==> config.mk <==
export PLATFORM = sky130hd
export DESIGN_NAME = tmr_warn_mon
export DESIGN_NICKNAME = d
export VERILOG_FILES = /design/src/rtl/tmr_mon_pkg.sv /design/src/rtl/tmr_sat_cnt.sv /design/src/rtl/tmr_warn_mon.sv
export SDC_FILE = /design/constraint.sdc
export NUM_CORES = 1
export LEC_CHECK = 0
export CORE_ASPECT_RATIO = 1.4
export CORE_MARGIN = 1
export CORE_UTILIZATION = 35
export DETAILED_ROUTE_END_ITERATION = 8
export PLACE_DENSITY = 0.62
export SYNTH_ARGS = -nofsm -noshare
export SYNTH_HDL_FRONTEND = slang
export SYNTH_SLANG_ARGS = --single-unit
==> constraint.sdc <==
create_clock -name clk_i -period 11.73 [get_ports clk_i]
set_input_delay 1.173 -clock clk_i [delete_from_list [all_inputs] [get_ports clk_i]]
set_output_delay 1.173 -clock clk_i [all_outputs]
set_load 0.05 [all_outputs]
==> src/rtl/tmr_mon_pkg.sv <==
// Shared types and helpers for the TMR voter-mismatch monitor.
package tmr_mon_pkg;

    // Read handshake states: waiting for a request, or presenting data.
    typedef enum logic [0:0] {
        RD_IDLE = 1'b0,
        RD_ACK  = 1'b1
    } rd_state_t;

    // Default counter width for per-voter and total counters.
    localparam int DEF_CNT_W = 16;

    // All-ones value of a w-bit counter.
    function automatic logic [63:0] sat_max(input int w);
        return (64'd1 << w) - 64'd1;
    endfunction

endpackage

==> src/rtl/tmr_sat_cnt.sv <==
// Saturating up-counter with synchronous clear and a multi-bit increment.
// An add that would pass the all-ones value clamps to all-ones.
module tmr_sat_cnt
    import tmr_mon_pkg::*;
#(
    parameter int W     = DEF_CNT_W,
    parameter int INC_W = 1
) (
    input  logic             clk_i,
    input  logic             rst_i,
    input  logic             clr_i,
    input  logic [INC_W-1:0] inc_i,
    output logic [W-1:0]     cnt_o
);

    localparam logic [W-1:0] MAX_C = W'(sat_max(W));

    logic [W-1:0]       cnt_r;
    logic [W-1:0]       nxt_s;
    logic [W+INC_W-1:0] sum_s;

    // Widened add so overflow is visible, then clamp to full scale.
    always_comb begin
        sum_s = {{INC_W{1'b0}}, cnt_r} + {{W{1'b0}}, inc_i};
        nxt_s = cnt_r;
        if (sum_s > {{INC_W{1'b0}}, MAX_C}) begin
            nxt_s = MAX_C;
        end else begin
            nxt_s = sum_s[W-1:0];
        end
    end

    // Counter register; clear wins over any increment in the same cycle.
    always_ff @(posedge clk_i) begin
        if (rst_i) begin
            cnt_r <= {W{1'b0}};
        end else if (clr_i) begin
            cnt_r <= {W{1'b0}};
        end else begin
            cnt_r <= nxt_s;
        end
    end

    assign cnt_o = cnt_r;

endmodule

==> src/rtl/tmr_warn_mon.sv <==
// Voter-mismatch monitor: edge-detects each voter warn line, keeps
// saturating per-voter and total event counts, a sticky flag and the index
// of the first voter to warn. Counters are read via a one-cycle req/ack.
module tmr_warn_mon
    import tmr_mon_pkg::*;
#(
    parameter int N_VTR = 8,
    parameter int CNT_W = DEF_CNT_W,
    parameter int IDX_W = $clog2(N_VTR)
) (
    input  logic             clk_i,
    input  logic             rst_i,
    input  logic [N_VTR-1:0] warn_i,
    input  logic             clr_i,
    input  logic             rd_req_i,
    input  logic [IDX_W-1:0] rd_sel_i,
    output logic             rd_ack_o,
    output logic [CNT_W-1:0] rd_data_o,
    output logic             any_warn_o,
    output logic             first_vld_o,
    output logic [IDX_W-1:0] first_idx_o,
    output logic [CNT_W-1:0] total_o
);

    localparam int               INC_W   = $clog2(N_VTR + 1);
    localparam logic [IDX_W:0]   N_VTR_W = (IDX_W + 1)'(N_VTR);

    // Number of set bits in an event vector.
    function automatic logic [INC_W-1:0] popcount(input logic [N_VTR-1:0] v);
        logic [INC_W-1:0] c;
        c = {INC_W{1'b0}};
        for (int i = 0; i < N_VTR; i++) begin
            c = c + {{(INC_W-1){1'b0}}, v[i]};
        end
        return c;
    endfunction

    // Index of the lowest set bit (0 when the vector is empty).
    function automatic logic [IDX_W-1:0] lowest_idx(input logic [N_VTR-1:0] v);
        logic [IDX_W-1:0] idx;
        idx = {IDX_W{1'b0}};
        for (int i = N_VTR - 1; i >= 0; i--) begin
            if (v[i]) begin
                idx = IDX_W'(i);
            end
        end
        return idx;
    endfunction

    logic [N_VTR-1:0] warn_q_r;
    logic [N_VTR-1:0] warn_qq_r;
    logic [N_VTR-1:0] evt_s;
    logic [CNT_W-1:0] cnt_s [N_VTR];
    logic [CNT_W-1:0] total_s;
    logic [CNT_W-1:0] sel_val_s;
    logic [CNT_W-1:0] rd_data_r;
    logic             any_warn_r;
    logic             first_vld_r;
    logic [IDX_W-1:0] first_idx_r;
    logic             capture_s;
    rd_state_t        state_r;
    rd_state_t        state_nxt_s;

    // Two-stage sampling of the warn lines; not touched by clear so a
    // warning still high afterwards is not counted a second time.
    always_ff @(posedge clk_i) begin
        if (rst_i) begin
            warn_q_r  <= {N_VTR{1'b0}};
            warn_qq_r <= {N_VTR{1'b0}};
        end else begin
            warn_q_r  <= warn_i;
            warn_qq_r <= warn_q_r;
        end
    end

    // Rising-edge events; a clear in the same cycle drops them.
    always_comb begin
        evt_s = {N_VTR{1'b0}};
        if (clr_i) begin
            evt_s = {N_VTR{1'b0}};
        end else begin
            evt_s = warn_q_r & ~warn_qq_r;
        end
    end

    for (genvar g = 0; g < N_VTR; g++) begin : g_vtr_cnt
        tmr_sat_cnt #(.W(CNT_W), .INC_W(1)) u_cnt (
            .clk_i (clk_i),
            .rst_i (rst_i),
            .clr_i (clr_i),
            .inc_i (evt_s[g]),
            .cnt_o (cnt_s[g])
        );
    end

    tmr_sat_cnt #(.W(CNT_W), .INC_W(INC_W)) u_total (
        .clk_i (clk_i),
        .rst_i (rst_i),
        .clr_i (clr_i),
        .inc_i (popcount(evt_s)),
        .cnt_o (total_s)
    );

    // Sticky flag and first-warner latch; the latch freezes once valid.
    always_ff @(posedge clk_i) begin
        if (rst_i || clr_i) begin
            any_warn_r  <= 1'b0;
            first_vld_r <= 1'b0;
            first_idx_r <= {IDX_W{1'b0}};
        end else begin
            if (|evt_s) begin
                any_warn_r <= 1'b1;
            end
            if (!first_vld_r && (|evt_s)) begin
                first_vld_r <= 1'b1;
                first_idx_r <= lowest_idx(evt_s);
            end
        end
    end

    // Read mux: voter counters, then the total for indices past the last voter.
    always_comb begin
        sel_val_s = {CNT_W{1'b0}};
        if ({1'b0, rd_sel_i} < N_VTR_W) begin
            sel_val_s = cnt_s[rd_sel_i];
        end else begin
            sel_val_s = total_s;
        end
    end

    // Read FSM next state; requests seen while acknowledging are ignored.
    always_comb begin
        state_nxt_s = state_r;
        capture_s   = 1'b0;
        case (state_r)
            RD_IDLE: begin
                if (rd_req_i) begin
                    state_nxt_s = RD_ACK;
                    capture_s   = 1'b1;
                end else begin
                    state_nxt_s = RD_IDLE;
                end
            end
            RD_ACK:  state_nxt_s = RD_IDLE;
            default: state_nxt_s = RD_IDLE;
        endcase
    end

    // Read FSM state and data capture (pre-update counter value).
    always_ff @(posedge clk_i) begin
        if (rst_i) begin
            state_r   <= RD_IDLE;
            rd_data_r <= {CNT_W{1'b0}};
        end else begin
            state_r <= state_nxt_s;
            if (capture_s) begin
                rd_data_r <= sel_val_s;
            end
        end
    end

    assign rd_ack_o    = (state_r == RD_ACK);
    assign rd_data_o   = rd_data_r;
    assign any_warn_o  = any_warn_r;
    assign first_vld_o = first_vld_r;
    assign first_idx_o = first_idx_r;
    assign total_o     = total_s;

endmodule
==> flow_summary.ini <==
[status]
status = completed

[hold_path]
hold_class = flip-flop to flip-flop
hp-start = first_idx_o[2]$_SDFFE_PP0P_

[critical_path]
crit_fanout = 14
worstPathRequired_ps = 12090
end_kind = flip-flop
startpoint_type = input port
ff2ff_setup_slack_ps = 6830
ff2ff_path_depth = 13
timing.critical_path.to = u_total.cnt_o[5]$_SDFF_PP0_
startpoint = clr_i
criticalPathCategory = input port to flip-flop
critPathArrivalTime_ps = 6400
max_stage_delay_ps = 650
cp_cell_sequence = clkdlybuf4s50_1 > nor3b_1 > inv_1 > fa_1 > fa_1 > inv_1 > fa_1 > fa_1 > inv_1 > fa_1 > nand2b_1 > a21oi_1 > nand3b_1 > a21oi_1
cp_common_cell = fa_1
reg2reg_from = warn_q_r[0]$_SDFF_PP0_
slowest_stage = clkdlybuf4s50_1
r2r_end = u_total.cnt_o[5]$_SDFF_PP0_

[floorplan]
die_w_um = 137
die_area_mm2 = 0.0260
core_mm2 = 0.0248
die_h_um = 190
start_util_pct = 35.8
rows = 68
ioPinCount = 53

[cells_and_area]
regArea_mm2 = 0.00364
final_common_cell = dfxtp_1
final_nets = 988
final_cell_mix = dfxtp_1 (182), a21oi_1 (107), xor2_1 (56)
multi_input_area_mm2 = 0.00484
syn2layout_area_growth_pct = 14.8
insertedDiodeCount = 0
drive_gt1_share_pct = 9.39
fillers = 2400
post_layout_nonfiller_instances = 1273
postLayoutCoreUtil_pct = 41.1

[clock_tree]
clock_latency_ps = 430
cts_buffer_depth = 2
hold_buffers = 0
cts_tree = done
path_clk_slew_ps = 70
post-cts-setup-buffers = 0
cts_resized = 0
root_buffer = clkbuf_16
htree_num_levels = 4
clock_sinks = 182
cts_made_buffers = 17

[sta]
maxSlewViolCount = 0
hold_violations = 0
fin_setup_tns_ps = 0
grt_setup_unrepaired = false
fmax_mhz = 165
setup_viol_count_final = 0
slew_headroom_pct = 22.2
timing.final.crit_share_pct = 51.5
layout_min_cycle_time_ps = 6040
worst_pin_slew_ps = 1160
skew_ps = 9.25

[synthesis]
syn_area_mm2 = 0.00887
synthArstFlopShare_pct = 0
synth_xor_area_share_pct = 8.69
ys_types = 49
seq_area_frac_synth_pct = 41.1
ys.flop_type = dfxtp_1
synth-compound-area-share_pct = 12.4
synth_adder_area_share_pct = 4.37
synth_simple_gate_area_share_pct = 17.5
ys_ff_latch = 182
synth_nets = 967
synth_mux_area_share_pct = 11.4
synth_edf_count = 0
syn_avg_cell_area_um2 = 9.60
synth_top_family_by_area = simple AND/OR/NAND/NOR gates
syn_inst = 924
synth_warnings = 0

[global_route]
grt_antenna_before_repair = 0
grt_overflow = 0
grtUsageTotal_pct = 16.4
grt_max_degree = 91
grt_pass1_wl_mm = 32.9
grt_pass1_vias = 6365

[route]
drtPass1Iterations = 4
vias = 6720
wire_per_inst_um = 15.9
ant_nets = 0
drt-vias-per-instance = 5.28
drtIter0Drc = 415
route.detailed.drc = 0
wirelength_mm = 20.3

[placed_design]
hpwlAfterDp_mm = 14.6
gp_congestion = 0.785
dp_cells = 1241
port_buffers = 52

[power_and_ir_drop]
p_leak_uw = 0.00367
p_per_area_mw_per_mm2 = 130
ir_worst_vdd_mv = 0.105

[job]
maxCapViolCount = 0
-- per-stage QoR --
stage | area (µm²) | worst slack (ps) | power (µW) | hold WS [ps]
after floorplan | 8870 | 6570 | 711 | 439
after global placement | 9570 | 5410 | 738 | 451
after detailed placement | 9570 | 5280 | 739 | 460
after CTS | 10200 | 5760 | 1340 | 471
after global routing | 10200 | 5250 | 1370 | 485
final | 10200 | 5690 | 1320 | 461
-- report_power, final --
group / switching [µW] / internal (µW)
combinational: 58.9 / 33.9
clock: 253 / 343
sequential: 4.65 / 626
total: 317 / 1000
-- how the worst min path moves through the flow --
stage                                       end  slack [ps]  depth (start not counted)
floorplan               warn_qq_r[2]$_SDFF_PP0_         440                          1
global placement        warn_qq_r[3]$_SDFF_PP0_         450                          1
detailed placement      warn_qq_r[4]$_SDFF_PP0_         460                          1
CTS                 first_idx_o[2]$_SDFFE_PP0P_         470                          2
global route            warn_qq_r[3]$_SDFF_PP0_         490                          1
finish              first_idx_o[2]$_SDFFE_PP0P_         460                          2
-- Yosys cell counts (all sizes together) (4+ instances only) --
| cell | count | share of area (%) |
|---|---|---|
| and3 | 36 | 2.5 |
| inv | 40 | 1.7 |
| o21a | 7 | 0.59 |
| nor2b | 23 | 1.6 |
| fa | 5 | 1.1 |
| and4 | 17 | 1.7 |
| dfxtp | 182 | 41 |
| mux2i | 29 | 3.3 |
| a211oi | 22 | 1.9 |
| nor3 | 12 | 0.68 |
| nand2b | 15 | 1.1 |
| a21o | 7 | 0.59 |
| a31oi | 8 | 0.56 |
| nand4 | 21 | 1.5 |
| clkbuf | 34 | 1.6 |
| xor2 | 56 | 5.5 |
| nand3 | 48 | 2.8 |
| mux4 | 32 | 8.2 |
| xnor2 | 32 | 3.2 |
| nor2 | 52 | 2.2 |
| and2 | 7 | 0.49 |
| or2 | 4 | 0.28 |
| o21ai | 11 | 0.62 |
| buf | 20 | 1.2 |
| a21oi | 117 | 7.0 |
| nand2 | 44 | 1.9 |
| ha | 23 | 3.2 |
-- registers in the layout, indices dropped and copies added (netlist names) --
signal	count
g_vtr_cnt.u_cnt.cnt_o	128
rd_data_o	16
first_idx_o	3
u_total.cnt_o	16
warn_q_r	8
first_vld_o	1
any_warn_o	1
rd_ack_o	1
warn_qq_r	8
-- logic make-up after synthesis --
family	after synthesis
AO/OA/AOI/OAI	184
adder cells (fa/ha/maj)	28
flip-flops	182
XOR/XNOR	88
multiplexers	61
buffers and inverters	94
AND/OR/NAND/NOR	287
-- routing by layer --
layer	track usage, %	up-vias	part of all wire (%)
met1	20.0	3248	44
met2	28.1	120	51
li1	-	3325	-
met3	2.90	27	3.3
met4	6.54	0	2.0
met5	0	-	0
-- final cells by class --
type	instances	area share, %
clock buffers	18	4.31
inverters	40	1.47
well taps	315	3.87
flip-flops and latches	182	35.8
clock inverters	14	1.71
repair buffers	56	5.36
multi-input cells	648	47.5
-- critical path, delay by kind of cell --
family / cells / cell delay (ps)
buf+inv: 4 / 920
fa+ha+maj: 5 / 2260
simple gates: 3 / 1180
compound gates: 2 / 850
Power figures use the tool's default switching activity.
